==> src/rtl/bin2gray_counter_if.sv <==
// -----------------------------------------------------------------------------
// bin2gray_counter_if
//
// Purpose : Bundles the control, load and status signals of bin2gray_counter
//           so the counter and its driver share one typed connection.
//
// Signals :
//   en      - advance the count by one step this cycle
//   up      - direction: 1 = increment, 0 = decrement (used only with en)
//   load    - load b_in this cycle; overrides en
//   b_in    - binary value to load
//   b       - registered binary count
//   g       - registered Gray code of b
//   tc      - registered terminal-count pulse (count wrapped on the last step)
//   step_ok - registered pulse: last step changed exactly one bit of g
//
// Modports:
//   master - the side that controls the counter (drives en/up/load/b_in)
//   slave  - the counter itself (drives b/g/tc/step_ok)
// -----------------------------------------------------------------------------
interface bin2gray_counter_if #(
    parameter int WIDTH = 4
);

    logic             en;
    logic             up;
    logic             load;
    logic [WIDTH-1:0] b_in;
    logic [WIDTH-1:0] b;
    logic [WIDTH-1:0] g;
    logic             tc;
    logic             step_ok;

    modport master (
        output en,
        output up,
        output load,
        output b_in,
        input  b,
        input  g,
        input  tc,
        input  step_ok
    );

    modport slave (
        input  en,
        input  up,
        input  load,
        input  b_in,
        output b,
        output g,
        output tc,
        output step_ok
    );

endinterface : bin2gray_counter_if

==> src/rtl/bin2gray_counter.sv <==
// -----------------------------------------------------------------------------
// bin2gray_counter
//
// Purpose : Registered up/down binary counter that also presents its state in
//           Gray code. Supports a synchronous binary load. It produces the
//           Gray sequence consumed by the Gray-to-binary converter and feeds
//           Gray-coded pointers where only one bit may change per step.
//
// Ports   :
//   clk  - rising-edge clock
//   rst  - synchronous reset, active-high
//   bus  - bin2gray_counter_if.slave
//            inputs : en, up, load, b_in
//            outputs: b, g, tc, step_ok (all registered)
//
// Priority at each rising edge: rst > load > en > hold.
// -----------------------------------------------------------------------------
module bin2gray_counter #(
    parameter int WIDTH = 4
) (
    input  logic               clk,
    input  logic               rst,
    bin2gray_counter_if.slave  bus
);

    // -------------------------------------------------------------------------
    // Helpers
    // -------------------------------------------------------------------------

    // Binary to reflected-binary Gray code.
    function automatic logic [WIDTH-1:0] to_gray(input logic [WIDTH-1:0] v);
        return v ^ (v >> 1);
    endfunction

    // True when exactly one bit of v is set: non-zero and clearing the lowest
    // set bit leaves nothing behind.
    function automatic logic is_onehot(input logic [WIDTH-1:0] v);
        return (v != '0) && ((v & (v - 1'b1)) == '0);
    endfunction

    // -------------------------------------------------------------------------
    // State
    // -------------------------------------------------------------------------
    logic [WIDTH-1:0] b_q;
    logic [WIDTH-1:0] g_q;
    logic             tc_q;
    logic             step_ok_q;

    // -------------------------------------------------------------------------
    // Next-step values, used only when a step is taken
    // -------------------------------------------------------------------------
    logic [WIDTH-1:0] nb;        // next binary count
    logic [WIDTH-1:0] ng;        // Gray code of next count
    logic             wrap;      // this step crosses the all-ones/zero boundary
    logic             one_bit;   // this step flips exactly one Gray bit

    always_comb begin
        // NOTE: every always_comb output gets a default first, so no path can
        // leave it unassigned and infer a latch.
        nb      = b_q;
        wrap    = 1'b0;
        if (bus.up) begin
            nb   = b_q + 1'b1;
            wrap = (b_q == '1);
        end else begin
            nb   = b_q - 1'b1;
            wrap = (b_q == '0);
        end
        // Gray is derived from the next binary value and registered, so b and
        // g always change on the same edge and g is glitch-free at the output.
        ng      = to_gray(nb);
        // Compare against the currently registered Gray value, not one
        // recomputed from b, so a corrupted g register would be caught too.
        one_bit = is_onehot(g_q ^ ng);
    end

    // -------------------------------------------------------------------------
    // Registers
    // -------------------------------------------------------------------------
    always_ff @(posedge clk) begin
        // NOTE: sequential state uses non-blocking assignments so every
        // register samples pre-edge values and simulation matches hardware.
        if (rst) begin
            b_q       <= '0;
            g_q       <= '0;
            tc_q      <= 1'b0;
            step_ok_q <= 1'b0;
        end else if (bus.load) begin
            b_q       <= bus.b_in;
            g_q       <= to_gray(bus.b_in);
            tc_q      <= 1'b0;
            step_ok_q <= 1'b0;
        end else if (bus.en) begin
            b_q       <= nb;
            g_q       <= ng;
            tc_q      <= wrap;
            step_ok_q <= one_bit;
        end else begin
            // Count holds; the status flags are single-cycle pulses.
            tc_q      <= 1'b0;
            step_ok_q <= 1'b0;
        end
    end

    // -------------------------------------------------------------------------
    // Outputs: straight from registers, no input-to-output paths
    // -------------------------------------------------------------------------
    assign bus.b       = b_q;
    assign bus.g       = g_q;
    assign bus.tc      = tc_q;
    assign bus.step_ok = step_ok_q;

endmodule : bin2gray_counter

==> src/flat_wrapper.sv <==
// flat-port wrapper written by rule: the top's interface ports become plain ports
module bin2gray_counter_flat 
#(
    parameter int WIDTH = 4
)
  (clk, rst, bus_en, bus_up, bus_load, bus_b_in, bus_b, bus_g, bus_tc, bus_step_ok);
  bin2gray_counter_if #(.WIDTH(WIDTH)) bus_i ();
  input  logic clk;
  input  logic rst;
  input wire logic [$bits(bus_i.en)-1:0] bus_en;
  input wire logic [$bits(bus_i.up)-1:0] bus_up;
  input wire logic [$bits(bus_i.load)-1:0] bus_load;
  input wire logic [$bits(bus_i.b_in)-1:0] bus_b_in;
  output wire logic [$bits(bus_i.b)-1:0] bus_b;
  output wire logic [$bits(bus_i.g)-1:0] bus_g;
  output wire logic [$bits(bus_i.tc)-1:0] bus_tc;
  output wire logic [$bits(bus_i.step_ok)-1:0] bus_step_ok;
  assign bus_i.en = bus_en;
  assign bus_i.up = bus_up;
  assign bus_i.load = bus_load;
  assign bus_i.b_in = bus_b_in;
  assign bus_b = bus_i.b;
  assign bus_g = bus_i.g;
  assign bus_tc = bus_i.tc;
  assign bus_step_ok = bus_i.step_ok;
  bin2gray_counter #(.WIDTH(WIDTH)) u_core (.clk(clk), .rst(rst), .bus(bus_i));
endmodule
==> config.mk <==
export PLATFORM = sky130hd
export DESIGN_NAME = bin2gray_counter_flat
export DESIGN_NICKNAME = d
export VERILOG_FILES = /design/src/rtl/bin2gray_counter_if.sv /design/src/rtl/bin2gray_counter.sv /design/src/flat_wrapper.sv
export SDC_FILE = /design/constraint.sdc
export NUM_CORES = 1
export LEC_CHECK = 0
export ABC_AREA = 1
export CAP_MARGIN = 20
export CORE_MARGIN = 2
export CORE_UTILIZATION = 48
export CTS_BUF_LIST = sky130_fd_sc_hd__clkbuf_16
export CTS_CLUSTER_DIAMETER = 50
export CTS_CLUSTER_SIZE = 20
export DETAILED_ROUTE_END_ITERATION = 6
export PLACE_DENSITY = 0.78
export SYNTH_ARGS = -nofsm -noshare
export SYNTH_HDL_FRONTEND = slang
export SYNTH_SLANG_ARGS = --single-unit
==> constraint.sdc <==
create_clock -name clk -period 2.5 [get_ports clk]
set_input_delay 0.25 -clock clk [delete_from_list [all_inputs] [get_ports clk]]
set_output_delay 0.25 -clock clk [all_outputs]
set_load 0.02 [all_outputs]
After elaboration in Yosys (flattened, before gate mapping)
Index checks and enable logic that the tools add are counted.
- $add $sub $neg: 3
- equality and inequality tests: 1
- muxes and demuxes: 6
- bitwise operators: 5
- reductions and logical operators: 6
- operators by type and width (operator ; count):
    2-to-1 mux 4 bit ; 5
    logical NOT 4 bit ; 2
    subtractor 4 x 1 -> 4 bit (second input constant) ; 2
    bitwise XOR 4 x 3 -> 4 bit ; 2
    adder 4 x 1 -> 4 bit (second input constant) ; 1
    AND 4 bit ; 1
    equality test 4 bit (second input constant) ; 1
    nonzero test 4 bit ; 1
    bitwise XOR 4 bit ; 1
    OR reduction 3 bit ; 1
    nonzero test 2 bit ; 1
    logical AND 1 bit ; 1
    2-to-1 mux 1 bit ; 1
    inverter 1 bit ; 1
- bits in registers: 10
- input port bits: 9
- output and inout bits: 10
- word-level logic and storage cells: 25

Longest topological paths before layout
- word-level depth: 8
- mapped depth: 14
- mapped depth without buffers: 14

Worst setup path after synthesis
Ideal clock, no wire load.
- path kind: reg2reg
- start: reg u_core.b_q[0] (netlist: u_core.bus.b[0])
- end: reg u_core.step_ok_q (netlist: u_core.bus.step_ok)
- setup time: 0.114 ns
- arrival: 1.846 ns
- data required time: 2.386 ns
- slack: 0.541 ns
- cell stages (with the launch flop): 12
- path buffers: 0
- clock period less this slack: 1.959 ns
- path through: dfxtp_1 -> inv_2 -> fa_1 -> inv_1 -> nand2_1 -> nand3b_1 -> nand2_1 -> inv_1 -> nand3_1 -> nand2_1 -> a21oi_1 -> nor2_1
- longest elaborated chain between the ends: 8
- elaborated cells on any way between the ends: 10
- those cells by class: add/sub: 3; mux: 1; bitwise: 3; reduce/logical: 3
- ends and longest elaborated chain (what ; line ; RTL):
    start: declaration ; bin2gray_counter.sv:44 ; logic [WIDTH-1:0] b_q;
    start signal: assignment ; bin2gray_counter.sv:89 ; b_q <= bus.b_in;
    start signal: assignment ; bin2gray_counter.sv:94 ; b_q <= nb;
    subtractor 4 x 1 -> 4 bit or adder 4 x 1 -> 4 bit (tied branches) ; bin2gray_counter.sv:66, bin2gray_counter.sv:63 ;
    2-to-1 mux 4 bit * ; bin2gray_counter.sv:62 ; if (bus.up) begin
    bitwise XOR 4 x 3 -> 4 bit * ; bin2gray_counter.sv:32 ; return v ^ (v >> 1);
    bitwise XOR 4 bit * ; bin2gray_counter.sv:74 ; one_bit = is_onehot(g_q ^ ng);
    subtractor 4 x 1 -> 4 bit ; bin2gray_counter.sv:38 ; return (v != '0) && ((v & (v - 1'b1)) == '0);
    AND 4 bit ; bin2gray_counter.sv:38 ;
    logical NOT 4 bit ; bin2gray_counter.sv:38 ;
    logical AND 1 bit * ; bin2gray_counter.sv:38 ;
    end signal: assignment ; bin2gray_counter.sv:97 ; step_ok_q <= one_bit;
    end: declaration ; bin2gray_counter.sv:47 ; logic step_ok_q;
Every way passes the cells marked *; elsewhere a longest branch is shown, timed or not.
A chain may end at the register's enable or synchronous reset.

Worst setup path in the final report
Same ends and word-level chain as after synthesis.

==> summary.md <==
| Metric | Value |
|---|---|
| Initial antenna violation count | 0 |
| Synthesized flop and latch total | 9 |
| Grt ovf | 0 |
| Layout cells sized above 1 | 0.113 |
| Final WL | about 1800 µm |
| Largest net degree at the start of global routing | 11 |
| Average wire per standard cell | between 10 and 15 µm |
| Ratio of total power to cell area | 662 mW/mm² |
| Outcome | completed |
| Worst Path Required | between 2 and 3 ns |
| Yosys cell types | 25 |
| Die Ht | around 44 µm |
| Fin crit period | about 2 ns |
| Arrival time of the worst setup path | 2.12 ns |
| DR vias | about 860 |
| Largest stage delay, worst path | between 0.6 and 0.7 ns |
| Antenna-violating nets left | 0 |
| Area Growth Syn to Fin | 34.6% |
| Die ar. | a little under 0.002 mm² |
| Worst path buffer plus inverter count | 3 |
| Port Buffer Count | 18 |
| Crit. End Element | flip-flop |
| Synthesized area | 769 µm² |
| Sink Count | 9 |
| Synth Warn # | 0 |
| TritonCTS clock tree | built |
| Critical path, cell by cell | inv_2 -> fa_1 -> inv_1 -> nand2_1 -> nand3b_1 -> nand2_1 -> inv_1 -> nand3_1 -> nand2_1 -> a21oi_1 -> nor2_1 |
| Count of pins over their slew limit | 0 |
| Hpwl dp | between 1000 and 1500 µm |
| Post-synth top area share | 0.234 |
| Most frequent cells in the layout | nand2_1 (37), clkdlybuf4s50_1 (18), inv_1 (16), nand3_1 (13), dfxtp_1 (9) |
| Non-filler cells, final | about 160 |
| Worst-path clk slew | approximately 0.040 ns |
| Maximum VDD drop | ~0.42 mV |
| H-tree Lvls | 1 |
| DR vias/cell | approximately 5.4 |
| Multi-input logic area | approximately 500 µm² |
| Avg Cell Area, Syn | roughly 6.3 µm² |
| Die width | between 40 and 50 µm |
| Syn Inst Count | around 120 |
| Worst rel slew slack | 0.751 |
| Crit Reg-Reg Startpoint | u_core.bus.b[0]$_SDFFE_PP0P_ |
| Crit share post-route | 0.798 |
| Fin Setup TNS | 0 ns |
| Net Count, Synth | ~130 |
| Tightest Pin Transition | 0.372 ns |
| Sequential element share of the synthesized area | 0.234 |
| Crit path launch type | flip-flop |
| RePlAce Congestion | ~0.87 |
| Final hold vios | 0 |
| FILL cells | ~130 |
| WS Path Type | flip-flop to flip-flop |
| I/O pins | 19 |
| # diodes | 0 |
| Detailed router's first-iteration violation count | 21 |
| Tightest Hold Check Type | flip-flop to flip-flop |
| Number of global-route vias before repair | just over 800 |
| Crit path max fanout | 6 |
| RSZ-0062 raised after global routing | no |
| Commonest non-fill, non-tap cell in the layout | nand2_1 |
| Worst skew pair latency | approximately 0.24 ns |
| Hold Crit Start | u_core.bus.b[1]$_SDFFE_PP0P_ |
| # DRC | 0 |
| CTS Hold Buffers Added | 0 |
| Initial Util | 0.511 |
| Synth area leader | dfxtp_1 |
| Clock skew | roughly 0.0014 ns |
| Setup Buffers After CTS | 0 |
| Clk Tree Root Cell | clkbuf_16 |
| Max-cap violation count | 0 |
| CTS Buffer Depth | 2 |
| Post-cts resize count | 0 |
| LEAKAGE | 0.000496 µW |
| Slowest-stage cell, CP | fa_1 |
| Fin nets | ~160 |
| Row cnt | 14 |
| # setup viols final | 0 |
| FF+latch area | 180 µm² |
| GR Util All Layers | 0.224 |
| First-pass GRT wire length | ~3300 µm |
| First-pass DRT Iterations | 4 |
| CP delay by family, top | adder cells |
| DP Cell Count | around 150 |
| Max Fclk | 501 MHz |
| TritonCTS Buffers | 3 |
| Dominant cells by area after synthesis | dfxtp_1 (23%), nand2_1 (18%), nand3_1 (8.5%) |
| Core area | 0.00151 mm² |
| CP startpoint | u_core.bus.b[0]$_SDFFE_PP0P_ |
| Cell repeated most along the worst path | nand2_1 |
## area by class of cell
cell class                      count  share of cell area
Clock buffer                        3              0.0725
Clock inverter                      1             0.00362
Tap cell                           16              0.0193
Inverter                           17              0.0616
Multi-Input combinational cell     94               0.495
Timing Repair Buffer               18               0.174
Sequential cell                     9               0.174
## synth_stat cells (all sizes together)
cell and number:
nand2 43, inv 17, nand3 14, nor2 10
dfxtp 9, a21oi 6, o21ai 6, a31oi 3
o22ai 3, buf 2, ha 2, nor3 2
fa 1, nand3b 1, nand4 1, o31a 1
or2 1
## per-layer routing
metal / track usage / share of wire
met4: 0.109 / 0.014
met2: 0.359 / 0.50
met3: 0.0327 / 0.052
met1: 0.294 / 0.43
met5: 0 / 0
## sequential cells by signal, summed over array words and instances, names as in the netlist
| register | cells |
|---|---|
| u_core.bus.b | 3 |
| u_core.bus.step_ok | 1 |
| u_core.bus.g | 4 |
| u_core.bus.tc | 1 |
## power breakdown
part | switching (µW) | internal (µW) | leakage, µW
clock | 70.9 | 209 | 0.0000423
combinational | 138 | 96.9 | 0.000380
sequential | 14.1 | 156 | 0.0000743
total | 223 | 462 | 0.000496
## cells by family after synthesis
family / count (synthesis) / synth area share
adder cells (fa/ha/maj): 3 / 0.0585
AO/OA/AOI/OAI: 19 / 0.138
buffers and inverters: 19 / 0.0992
AND/OR/NAND/NOR: 72 / 0.470
flip-flops: 9 / 0.234
## through the flow
step	setup WS (ns)	area (µm²)	util	hold slack, ns	power [µW]
global route	0.265	1040	0.688	0.609	729
global placement	0.332	957	0.635	0.534	402
floorplan	0.541	769	-	0.319	339
CTS	0.512	1040	0.688	0.553	688
finish	0.505	1040	0.688	0.559	685
detailed placement	0.287	957	0.635	0.547	406
## final timing paths
path | to | slack (ns) | cells past startpoint
worst max-delay path | u_core.bus.step_ok$_SDFF_PP0_ | 0.50 | 11
worst min-delay path | u_core.bus.tc$_SDFF_PP0_ | 0.56 | 2
worst max register to register | u_core.bus.step_ok$_SDFF_PP0_ | 0.50 | 11
worst min register to register | u_core.bus.tc$_SDFF_PP0_ | 0.56 | 2
## tightest hold or removal path, cell delays in order (launching register included)
cell and delay [ns]:
dfxtp_1 0.35, nand4_1 0.10, a21oi_1 0.06
No activity file was read; power rests on OpenSTA's default activity.
==> RTL change 1: new RTL, same flow settings <==
`WIDTH` is set to 4 in 3 places; all go to 5.
--- a/src/rtl/bin2gray_counter_if.sv
+++ b/src/rtl/bin2gray_counter_if.sv
@@ -20,5 +20,5 @@
 // -----------------------------------------------------------------------------
 interface bin2gray_counter_if #(
-    parameter int WIDTH = 4
+    parameter int WIDTH = 5
 );
 
--- a/src/rtl/bin2gray_counter.sv
+++ b/src/rtl/bin2gray_counter.sv
@@ -17,5 +17,5 @@
 // -----------------------------------------------------------------------------
 module bin2gray_counter #(
-    parameter int WIDTH = 4
+    parameter int WIDTH = 5
 ) (
     input  logic               clk,
--- a/src/flat_wrapper.sv
+++ b/src/flat_wrapper.sv
@@ -2,5 +2,5 @@
 module bin2gray_counter_flat 
 #(
-    parameter int WIDTH = 4
+    parameter int WIDTH = 5
 )
   (clk, rst, bus_en, bus_up, bus_load, bus_b_in, bus_b, bus_g, bus_tc, bus_step_ok);
Ports: changed (resized bus_b, bus_b_in and bus_g); port bits go from 19 to 22. No check against the original RTL was run, so the function may have changed too.
==> RTL change 1 against the original RTL <==
  * Design area is 24% higher
  * Die area up 25%
  * Power up 22%
  * Routed wire length up 38%
  * Synthesized area up 27%
  * Global-route usage up 0.36 points
  * Sequential cell count rose by 2
  * Setup slack worse by 0.19 ns
  * Register-to-register slack worse by 0.09 ns
  * Critical path type is now input port to flop
  * Critical endpoint unchanged
  * Largest power group is now combinational cells
==> RTL change 1: results (changes against the original RTL) <==
[drt] Starting DRT DRC Count 28 [+33%]
[synth] count of distinct cell types in the synthesized netlist 28 [+12%]
[global_routing] via count of the first global-routing pass 1034 [+28%]
[drt] wl on met1 1081 um [+38%]
[synth] most area-consuming cells after synthesis dfxtp_1 22%, nand2_1 17%, inv_1 9.2%, nand3_1 6.1%, a21oi_1 5.6%
[synth] Syn Nets 174 [+30%]
[global_routing] largest net degree at the start of global routing 12 [+1]
[synth] Synth top cells by count 45 x nand2_1, 24 x inv_1, 12 x nand3_1
[power] maximum ir drop on the vdd rail 0.4518 mV [+7.0%]
[finish] proportion of layout cells with a drive suffix above 1 0.1044 [-0.008280]
[finish] max FFs per register 5 [+1]
[synth] share of the yosys chip area belonging to registers 0.2248 [-0.009370]
[timing] Worst Skew 0.001653 ns [+0.0002769 ns]
[finish] count of non-filler cells in the finished layout 209 [+32%]
[critical_path] critical path fanouts, max 7 [+1]
[place] Post-DP HPWL 1919 um [+32%]
[power] Leak 0.0006318 uW [+27%]
[critical_path] CP arrival 2.36 ns [+0.24 ns]
[drt] WL/cell 12.00 um [+4.0%]
[finish] Filler cells 174 [+33%]
[run_status] result of the run finished clean
[global_routing] Remaining Overflow, GRT 0 [unchanged]
[finish] final-stage net count 197 [+27%]
[place] I/O Buffers 21 [+3]
[place] routability cong. 0.8200 [-5.6%]
[global_routing] Overall Global Routing Usage 0.2275 [+0.003619]
[global_routing] global-route wire length before repair 4291 um [+31%]
[timing] transition at the pin with the smallest max-transition slack 0.3426 ns [-0.02963 ns]
[RTL change 1: logic make-up (layout without fill, tap and decap cells)]
logic type	after synthesis	count (layout)	synth area share
buf+inv	30	52	0.1277
simple gates	82	82	0.3793
compound gates	28	28	0.1571
flops	11	11	0.2248
xor+xnor	5	5	0.05237
fa+ha+maj	4	4	0.05875
[RTL change 1: power breakdown]
| part | switching, uW | internal (uW) |
|---|---|---|
| combinational | 205 | 136 |
| sequential | 16.8 | 192 |
| clock | 79.8 | 210 |
[RTL change 1: final timing paths]
path                                      start  cells past startpoint  slack, ns                  to
worst max register to register  u_core.bus.b[1]                      9       0.41  u_core.bus.step_ok
worst min register to register  u_core.bus.b[1]                      2       0.54       u_core.bus.tc
worst min-delay path            u_core.bus.b[1]                      2       0.54       u_core.bus.tc
worst max-delay path                     bus_up                     15       0.31  u_core.bus.step_ok
[RTL change 1: worst max-delay path, stage by stage]
cell             delay [ns]
clkdlybuf4s50_1        0.56
inv_2                  0.10
ha_1                   0.47
nand3_2                0.16
nand3_2                0.10
nand2_1                0.08
nand2_2                0.11
nand2_2                0.08
nand2_2                0.07
nand2_1                0.05
nand2_1                0.06
nand2_1                0.07
nand2_1                0.06
nand2_1                0.06
nor2_1                 0.08
[RTL change 1: metrics by stage]
stage,setup WS (ns),cell area (um^2)
2_1_floorplan,0.4240,979.7
3_3_place_gp,0.1193,1204
3_5_place_dp,0.07958,1204
4_1_cts,0.3093,1282
5_1_grt,0.1004,1282
6_report,0.3136,1282
[RTL change 1: per-layer routing]
metal,vias to the layer above,global-route usage
met3,5,0.05828
met4,0,0.09524
met2,27,0.3941
met5,-,0
li1,559,-
met1,501,0.2629
[RTL change 1: area by class of cell]
cell class,count,area share
multi-input cells,119,0.4946
clock inverters,1,0.002927
well taps,27,0.02634
clock buffers,3,0.05854
inverters,26,0.07610
flip-flops and latches,11,0.1717
repair buffers,22,0.1698
==> RTL change 2: new RTL, same settings <==
Without the edit above. Reset style: asynchronous (`rst`), changed in one clocked block. Comments in the files are not updated.
--- a/src/rtl/bin2gray_counter.sv
+++ b/src/rtl/bin2gray_counter.sv
@@ -78,5 +78,5 @@
     // Registers
     // -------------------------------------------------------------------------
-    always_ff @(posedge clk) begin
+    always_ff @(posedge clk or posedge rst) begin
         // NOTE: sequential state uses non-blocking assignments so every
         // register samples pre-edge values and simulation matches hardware.
Formal check against the unedited RTL: differs if rst is asserted again (counterexample within 4 cycles, from zero or initial values and one cycle with rst high); with rst held inactive, the same outputs for 10 cycles.
==> RTL change 2 against the original RTL <==
  * Power rose by 26%
  * Setup slack got worse by 0.13 ns
  * Count of clock-buffer cells in the layout is the same
  * Design area up 0.12%
  * Non-clock buffer count is the same
  * Sequential cell count is the same
  * Synthesized area up 0.49%
  * Synthesized cell count is 9.0% lower
  * Routed wire length shrank 5.2%
  * Critical path type unchanged
  * Critical endpoint is now u_core.bus.step_ok
  * Largest cell class unchanged
==> RTL change 2: results (changes against the original RTL) <==
[critical_path] critical path fanouts, max 7 [+1]
[power] power dissipated by switching net loads 325.8 uW [+46%]
[place] Post-DP HPWL 1349 um [-7.1%]
[timing] highest achievable clock rate 470.9 MHz [-6.0%]
[power] Leak 0.0005120 uW [+3.2%]
[global_routing] met1 Resource Use GR 0.2746 [-0.01980]
[place] number of cells in the design after placement 143 [-7.1%]
[drt] vias per cell 5.177 [-5.0%]
[drt] wl on met1 832 um [+6.0%]
[synth] fraction of registers with async set/reset 1.000 [+1.000]
[power] maximum ir drop on the vdd rail 0.7479 mV [+77%]
[finish] count of non-filler cells in the finished layout 147 [-7.0%]
[drt] detailed-route wire length 1728 um [-5.2%]
[min_path] worst min-delay path class input port to async pin
[critical_path] largest stage delay on the critical path 0.65 ns [+0.04 ns]
[place] routability cong. 0.8497 [-2.2%]
[synth] synthesized-area fraction occupied by adder cells 0.05825 [-0.0002842]
[global_routing] global-route wire length before repair 2967 um [-9.7%]
[drt] Detail Route met2 WL 801 um [-12%]
[synth] Synth Instances 111 [-9.0%]
[global_routing] met2 demand-to-capacity share in global routing 0.3206 [-0.03824]
[run_status] result of the run finished clean
[critical_path] launch point of the critical path u_core.bus.b[0]
[timing] Hold WS 0.2807 ns [-0.2781 ns]
[synth] xor and xnor area share after synthesis 0.02265 [+0.02265]
[synth] most area-consuming cells after synthesis dfrtp_1 29%, nand2_1 12%, nand2_2 8.9%, inv_1 8.3%, nand3_1 7.8%
[place] placement-stage cell area 958.4 um^2 [+0.13%]
[synth] Synth top cells by count 24 x nand2_1, 17 x inv_1, 12 x nand3_1
[timing] transition at the pin with the smallest max-transition slack 0.3560 ns [-0.01627 ns]
[synth] Syn Nets 123 [-8.2%]
[synth] synthesized-area fraction occupied by ao, oa, aoi and oai cells 0.1181 [-0.02009]
[power] combinational logic power 393 uW [+67%]
[global_routing] Overall Global Routing Usage 0.2101 [-0.01384]
==> RTL change 2: changes by cell type after synthesis, moves of 2 or more <==
| cell | unedited run | this run |
|---|---|---|
| nand2_1 | 37 | 24 |
| nand2_4 | 4 | 1 |
| a31oi_1 | 3 | 0 |
| dfrtp_1 | 0 | 9 |
| dfxtp_1 | 9 | 0 |
| nand3_2 | 0 | 3 |
| nand2_2 | 2 | 11 |
| o21ai_1 | 2 | 0 |
| o211ai_1 | 0 | 3 |
| a21oi_1 | 6 | 1 |
| inv_1 | 15 | 17 |
==> RTL change 2: cell type report <==
type / count / area [um^2] / share of cell area
Clock buffer: 3 / 75.07 / 0.07238
Clock inverter: 1 / 3.754 / 0.003619
Inverter: 19 / 71.32 / 0.06876
Multi-Input combinational cell: 81 / 461.7 / 0.4451
Sequential cell: 9 / 225.2 / 0.2171
Tap cell: 16 / 20.02 / 0.01930
Timing Repair Buffer: 18 / 180.2 / 0.1737
